<file path="src/rtl/half_adder_pkg.sv">
`default_nettype none
// +----------------------------------------------------------------------+
// | half_adder_pkg : default lane count and counter width                |
// | Rev 1.0                                                              |
// +----------------------------------------------------------------------+
package half_adder_pkg;
   localparam int HA_WIDTH = 1;
   localparam int HA_CNT_W = 16;
endpackage : half_adder_pkg
`default_nettype wire

</file>
<file path="src/rtl/half_adder_core_if.sv">
`default_nettype none
// +----------------------------------------------------------------------+
// | half_adder_core_if : operand, result and status bundle               |
// | Rev 1.0                                                              |
// +----------------------------------------------------------------------+
interface half_adder_core_if
   import half_adder_pkg::*;
#(
   parameter int WIDTH = HA_WIDTH,
   parameter int CNT_W = HA_CNT_W
);
   logic [WIDTH-1:0] a;
   logic [WIDTH-1:0] b;
   logic             in_valid;
   logic [WIDTH-1:0] sum;
   logic [WIDTH-1:0] carry;
   logic [WIDTH-1:0] sum_q;
   logic [WIDTH-1:0] carry_q;
   logic             out_valid;
   logic [CNT_W-1:0] carry_cnt;

   modport master (
      output a, b, in_valid,
      input  sum, carry, sum_q, carry_q, out_valid, carry_cnt
   );

   modport slave (
      input  a, b, in_valid,
      output sum, carry, sum_q, carry_q, out_valid, carry_cnt
   );
endinterface : half_adder_core_if
`default_nettype wire

</file>
<file path="src/rtl/half_adder_bit.sv">
`default_nettype none
// +----------------------------------------------------------------------+
// | half_adder_bit : single-lane combinational half adder                |
// | Rev 1.0                                                              |
// +----------------------------------------------------------------------+
module half_adder_bit (
   input  wire logic a_i,
   input  wire logic b_i,
   output logic      sum_o,
   output logic      carry_o
);
   assign sum_o   = a_i ^ b_i;
   assign carry_o = a_i & b_i;
endmodule : half_adder_bit
`default_nettype wire

</file>
<file path="src/rtl/half_adder_core.sv">
`default_nettype none
// +----------------------------------------------------------------------+
// | half_adder_core : WIDTH independent half-adder lanes with registered |
// | copy, valid flag and saturating carry-event counter                  |
// | Rev 1.0                                                              |
// +----------------------------------------------------------------------+
module half_adder_core
   import half_adder_pkg::*;
#(
   parameter int WIDTH = HA_WIDTH,
   parameter int CNT_W = HA_CNT_W
) (
   input  wire logic     clk,
   input  wire logic     rst_n,
   half_adder_core_if.slave bus
);
   localparam logic [CNT_W-1:0] C_CNT_MAX = {CNT_W{1'b1}};
   localparam logic [CNT_W-1:0] C_CNT_ONE = {{(CNT_W-1){1'b0}}, 1'b1};

   logic [WIDTH-1:0] w_sum;
   logic [WIDTH-1:0] w_carry;

   logic [WIDTH-1:0] sum_q,       sum_d;
   logic [WIDTH-1:0] carry_q,     carry_d;
   logic             valid_q,     valid_d;
   logic [CNT_W-1:0] carry_cnt_q, carry_cnt_d;

   for (genvar i = 0; i < WIDTH; i++) begin : g_lane
      half_adder_bit u_bit (
         .a_i     (bus.a[i]),
         .b_i     (bus.b[i]),
         .sum_o   (w_sum[i]),
         .carry_o (w_carry[i])
      );
   end

   always_comb begin
      sum_d       = sum_q;
      carry_d     = carry_q;
      valid_d     = 1'b0;
      carry_cnt_d = carry_cnt_q;
      if (bus.in_valid) begin
         sum_d   = w_sum;
         carry_d = w_carry;
         valid_d = 1'b1;
         // Counter sticks at all-ones rather than wrapping.
         if ((|w_carry) && (carry_cnt_q != C_CNT_MAX)) begin
            carry_cnt_d = carry_cnt_q + C_CNT_ONE;
         end
      end
   end

   always_ff @(posedge clk or negedge rst_n) begin
      if (!rst_n) begin
         sum_q       <= '0;
         carry_q     <= '0;
         valid_q     <= 1'b0;
         carry_cnt_q <= '0;
      end else begin
         sum_q       <= sum_d;
         carry_q     <= carry_d;
         valid_q     <= valid_d;
         carry_cnt_q <= carry_cnt_d;
      end
   end

   assign bus.sum       = w_sum;
   assign bus.carry     = w_carry;
   assign bus.sum_q     = sum_q;
   assign bus.carry_q   = carry_q;
   assign bus.out_valid = valid_q;
   assign bus.carry_cnt = carry_cnt_q;
endmodule : half_adder_core
`default_nettype wire

</file>
<file path="src/flat_wrapper.sv">
// flat-port wrapper written by rule: the top's interface ports become plain ports
module half_adder_core_flat import half_adder_pkg::*;
#(
   parameter int WIDTH = HA_WIDTH,
   parameter int CNT_W = HA_CNT_W
)
  (clk, rst_n, bus_a, bus_b, bus_in_valid, bus_sum, bus_carry, bus_sum_q, bus_carry_q, bus_out_valid, bus_carry_cnt);
  half_adder_core_if #(.WIDTH(WIDTH), .CNT_W(CNT_W)) bus_i ();
  input  wire logic clk;
  input  wire logic rst_n;
  input wire logic [$bits(bus_i.a)-1:0] bus_a;
  input wire logic [$bits(bus_i.b)-1:0] bus_b;
  input wire logic [$bits(bus_i.in_valid)-1:0] bus_in_valid;
  output wire logic [$bits(bus_i.sum)-1:0] bus_sum;
  output wire logic [$bits(bus_i.carry)-1:0] bus_carry;
  output wire logic [$bits(bus_i.sum_q)-1:0] bus_sum_q;
  output wire logic [$bits(bus_i.carry_q)-1:0] bus_carry_q;
  output wire logic [$bits(bus_i.out_valid)-1:0] bus_out_valid;
  output wire logic [$bits(bus_i.carry_cnt)-1:0] bus_carry_cnt;
  assign bus_i.a = bus_a;
  assign bus_i.b = bus_b;
  assign bus_i.in_valid = bus_in_valid;
  assign bus_sum = bus_i.sum;
  assign bus_carry = bus_i.carry;
  assign bus_sum_q = bus_i.sum_q;
  assign bus_carry_q = bus_i.carry_q;
  assign bus_out_valid = bus_i.out_valid;
  assign bus_carry_cnt = bus_i.carry_cnt;
  half_adder_core #(.WIDTH(WIDTH), .CNT_W(CNT_W)) u_core (.clk(clk), .rst_n(rst_n), .bus(bus_i));
endmodule
</file>
<file path="config.mk">
export PLATFORM = sky130hd
export DESIGN_NAME = half_adder_core_flat
export DESIGN_NICKNAME = d
export VERILOG_FILES = /design/src/rtl/half_adder_pkg.sv /design/src/rtl/half_adder_core_if.sv /design/src/rtl/half_adder_bit.sv /design/src/rtl/half_adder_core.sv /design/src/flat_wrapper.sv
export SDC_FILE = /design/constraint.sdc
export NUM_CORES = 1
export LEC_CHECK = 0
export CAP_MARGIN = 30
export CORE_MARGIN = 4
export CORE_UTILIZATION = 48
export CTS_BUF_LIST = sky130_fd_sc_hd__clkbuf_16
export DETAILED_ROUTE_END_ITERATION = 12
export PLACE_DENSITY_LB_ADDON = 0.3
export SYNTH_ARGS = -nofsm -noshare
export SYNTH_HDL_FRONTEND = slang
export SYNTH_SLANG_ARGS = --single-unit
</file>
<file path="constraint.sdc">
create_clock -name clk -period 4.3 [get_ports clk]
set_input_delay 0.86 -clock clk [delete_from_list [all_inputs] [get_ports clk]]
set_output_delay 0.86 -clock clk [all_outputs]
set_load 0.1 [all_outputs]
</file>
After elaboration in Yosys (flattened, before gate mapping)
Cells that the tools add are included.

Add/sub/neg operators: 1. Multiply operators: 0. Divide/modulo/power cells: 0. Order comparisons: 0. Equal/unequal tests: 1. Shift-type cells: 0. Mux-type cells: 1. Bitwise logic cells: 2. Reduce and logical (&&, ||, !) cells: 2.

Operator list (count): $add 16x1->16 const B (1); $ne 16x16->1 const B (1); $reduce_and 2->1 (1); $and 1x1->1 (1); $logic_and 1x1->1 (1); $mux 1 (1); $xor 1x1->1 (1).

Flip-flop bits (word level): 19. Latch bits: 0. Memory bits (writable): 0. ROM bits: 0. Memories kept: 0.

Longest topological paths before layout
Word-level depth: 3. Gate-level depth with buffers: 6.

Modules after synthesis
Synthesis repeated with hierarchy kept, for this count alone.

Cells, all modules: 83. Area total of the unflattened synthesis: 953.4 um^2.

Modules (own cells, without submodules): half_adder_core (instances 1, cells an instance 82, area each 940.9 um^2, seq. area each 475.5 um^2); half_adder_bit (instances 1, cells an instance 1, area each 12.5 um^2, seq. area each 0.0 um^2).

Worst setup path before layout
OpenSTA, ideal clock, no wires.

Path kind: input to register. Start point: in bus_b. End point: reg u_core.carry_cnt_q[4], in the netlist u_core.bus.carry_cnt[4]. Setup time: 0.160 ns. Data arrival time: 2.543 ns. Slack: 1.597 ns. Cell stages on the path: 6. Buffers on the path: 1. Path through: ha_1 > nand2_1 > a41oi_2 > buf_6 > nand4_1 > xnor2_1.

Longest elaborated chain between the ends: 3.

Ends and longest elaborated chain: from (decl) (RTL line flat_wrapper.sv:12) `input wire logic [$bits(bus_i.b)-1:0] bus_b;`; $and 1x1->1 (RTL line half_adder_bit.sv:13) `assign carry_o = a_i & b_i;`; $logic_and 1x1->1 (RTL line half_adder_core.sv:47) `if ((|w_carry) && (carry_cnt_q != C_CNT_MAX)) begin`; $reduce_and 2->1 (no line); to (signal assigned) (RTL line half_adder_core.sv:63) `carry_cnt_q <= carry_cnt_d;`; to (decl) (RTL line half_adder_core.sv:26) `logic [CNT_W-1:0] carry_cnt_q, carry_cnt_d;`.

Every way passes these cells. A chain may end at the register's enable or synchronous reset.

Final worst setup path
Start point: reg u_core.carry_cnt_q[3], in the netlist u_core.bus.carry_cnt[3]. End point: out bus_carry_cnt[3].

RTL lines: to (decl) (RTL line flat_wrapper.sv:19) `output wire logic [$bits(bus_i.carry_cnt)-1:0] bus_carry_cnt;`.

No word-level cell between the ends.

==> flow_summary.toml <==
[power_and_ir_drop]
power.internal_uw = 391
worst_ir_drop_vdd_mv = 0.664
p_leak_uw = 0.000504
combPwrFrac_pct = 40.6
swShare_pct = 44.4
total_power_uw = 704
p_clk_share_pct = 26.0
p_per_area_mw_per_mm2 = 583
seqPwrFrac_pct = 33.3
p_switching_uw = 313

[die]
dieHeight_um = 50.4
start_util_pct = 50.5
die-area_mm2 = 0.00254
core_mm2 = 0.00171
die_w_um = 50.4
rows = 15
ioPinCount = 26

[setup_path]
endpoint_kind = "output pin"
path_buf_inv = 1
cp_cell_sequence = "clkdlybuf4s50_1"
required_ns = 3.44
worstSetupStartpointType = "register"
crit_type = "reg2out"
worst_path_largest_cell_delay_ns = 1.18
worstPathArrival_ns = 1.89
crit_fanout = 6
crit_family = "buffers and inverters"
crit_slowest_cell = "clkdlybuf4s50_1"

[logic_synthesis]
yosys.area.top_type = "dfrtp_1"
async_flop_share_pct = 100
synth-edff-count = 0
yosysWarnings = 0
yosys_most_used_dff = "dfrtp_1"
synth_area_per_cell_um2 = 12.1
yosys-top-cells-area = "dfrtp_1 (55%), xnor2_1 (14%), nand4_1 (5.8%), nand2_1 (3.5%), ha_1 (2.9%)"
ys_ff_latch = 19
yosysMostFrequentCell = "dfrtp_1"
syn-num-nets = 78
netlist_instances = 71
ys_seq_area_share_pct = 55.2
syn_area_um2 = 862
synth_top_cell_area_share_pct = 55.2
synth_cell_types = 19
netlist_top_cells_count = "dfrtp_1 (19), xnor2_1 (14), nand2_1 (8), nand4_1 (8)"

[clocking]
cts-resized-gates = 0
cts_buffers = 3
cts_sinks = 19
cts_tree = "done"
path_clk_slew_ns = 0.05
ctsHoldBuffers = 0
cts_max_level = 1
clk_latency_ns = 0.25
postCtsSetupBuffers = 0
root_buffer = "clkbuf_16"
cts_buffer_depth = 2

[routing]
drc = 0
drtIter0Drc = 10
routed_wl_mm = 1.73
via_per_inst = 5.23
num_vias = 649
dr.pass1.iters = 4
ant_nets = 0
routedWlPerCell_um = 13.9

[sta]
period_share_pct = 63.9
clock_skew_ns = 0.00185
slew_violations = 0
rsz0062_at_grt = "false"
fin_tns_setup_ns = 0
setup_ws_ns = 1.55
max_clock_freq_mhz = 364
setup_viol = 0
max_slew.worst_pin.slew_ns = 0.980
period_minus_slack_ns = 2.75
relSlewSlack_pct = 34.5
hold_viol = 0

[grt]
antenna_found_initial = 0
grt_overflow = 0
track_usage_pct = 16.1
grt_first_pass_wirelength_mm = 3.05
grt_pass1_vias = 696
grt_max_degree = 20

[finish]
layout.cells.non_filler = 124
antenna_cells = 0
nets = 107
drive_gt1_share_pct = 8.08
areaGrowthSynthToFinish_pct = 39.9

[place]
dp_cells = 120
post-place-ws_ns = 1.57
dp_hpwl_mm = 1.23
globalplace.congestion = 0.762
io_buffers = 25

[run_status]
status = "finished clean"

[run]
drv_cap = 0

[hold_path]
hold_path.class = "reg2reg"
==> cell families after synthesis <==
kind of cell	after synthesis	share of synthesized area [%]
buf+inv	2	1.74
fa+ha+maj	2	2.90
compound gates	2	2.47
flops	19	55.2
xor+xnor	15	15.2
mux	2	2.61
simple gates	29	19.9
==> through the flow <==
stage | hold slack [ns] | utilization (%) | instance area [um2]
floorplan | 0.564 | - | 862
global placement | 0.475 | 66.0 | 1130
detailed placement | 0.491 | 66.0 | 1130
CTS | 0.497 | 70.6 | 1210
global route | 0.530 | 70.6 | 1210
finish | 0.496 | 70.6 | 1210
==> sequential cells by signal, indices dropped and copies added, names as in the netlist <==
signal / cells
u_core.bus.carry_q: 1
u_core.bus.carry_cnt: 16
u_core.bus.out_valid: 1
u_core.bus.sum_q: 1
==> metal layers <==
metal	track usage [%]	routed length [um]	vias to the layer above
met3	3.86	100	4
met4	9.87	25	0
met5	0	0	-
li1	-	-	309
met1	18.7	757	315
met2	26.5	844	21
==> layout make-up <==
type | instances | area, um2
Multi-Input combinational cell | 50 | 372
Clock inverter | 1 | 3.75
Timing Repair Buffer | 25 | 245
Fill cell | 127 | 502
Sequential cell | 19 | 475
Tap cell | 25 | 31.3
Inverter | 1 | 3.75
Clock buffer | 3 | 75.1
==> final timing paths <==
kind / endpoint / startpoint / slack, ns / cells past startpoint
worst max-delay path: bus_carry_cnt[3] / u_core.bus.carry_cnt[3] / 1.55 / 1
worst min-delay path: u_core.bus.carry_cnt[15] / u_core.bus.carry_cnt[15] / 0.50 / 1
worst max register to register: u_core.bus.carry_cnt[1] / u_core.bus.carry_cnt[0] / 2.38 / 4
worst min register to register: u_core.bus.carry_cnt[15] / u_core.bus.carry_cnt[15] / 0.50 / 1
max in group asynchronous: u_core.bus.carry_q / rst_n / 2.71 / 1
min in group asynchronous: u_core.bus.carry_cnt[5] / rst_n / 1.09 / 1
==> power by group through the flow <==
| stage | Clock (uW) | Sequential, uW | Combinational (uW) |
|---|---|---|---|
| finish | 183 | 235 | 286 |
| floorplan | 0 | 403 | 46.8 |
| global placement | 0 | 236 | 281 |
| global route | 199 | 240 | 297 |
| CTS | 189 | 234 | 288 |
| detailed placement | 0 | 237 | 287 |
==> cells in the final DEF (no fill, tap or decap), drive strengths merged <==
master         instances
and3b                  1
buf                    2
nor2                   1
dfrtp                 19
nand2                  8
inv                    2
nand4                  8
clkdlybuf4s50         23
nand3                  3
ha                     2
nor3                   1
xor2                   1
a41oi                  1
and4                   3
o21ai                  1
xnor2                 14
and3                   4
mux2                   2
clkbuf                 3
No activity file was read; power rests on OpenSTA's default activity.
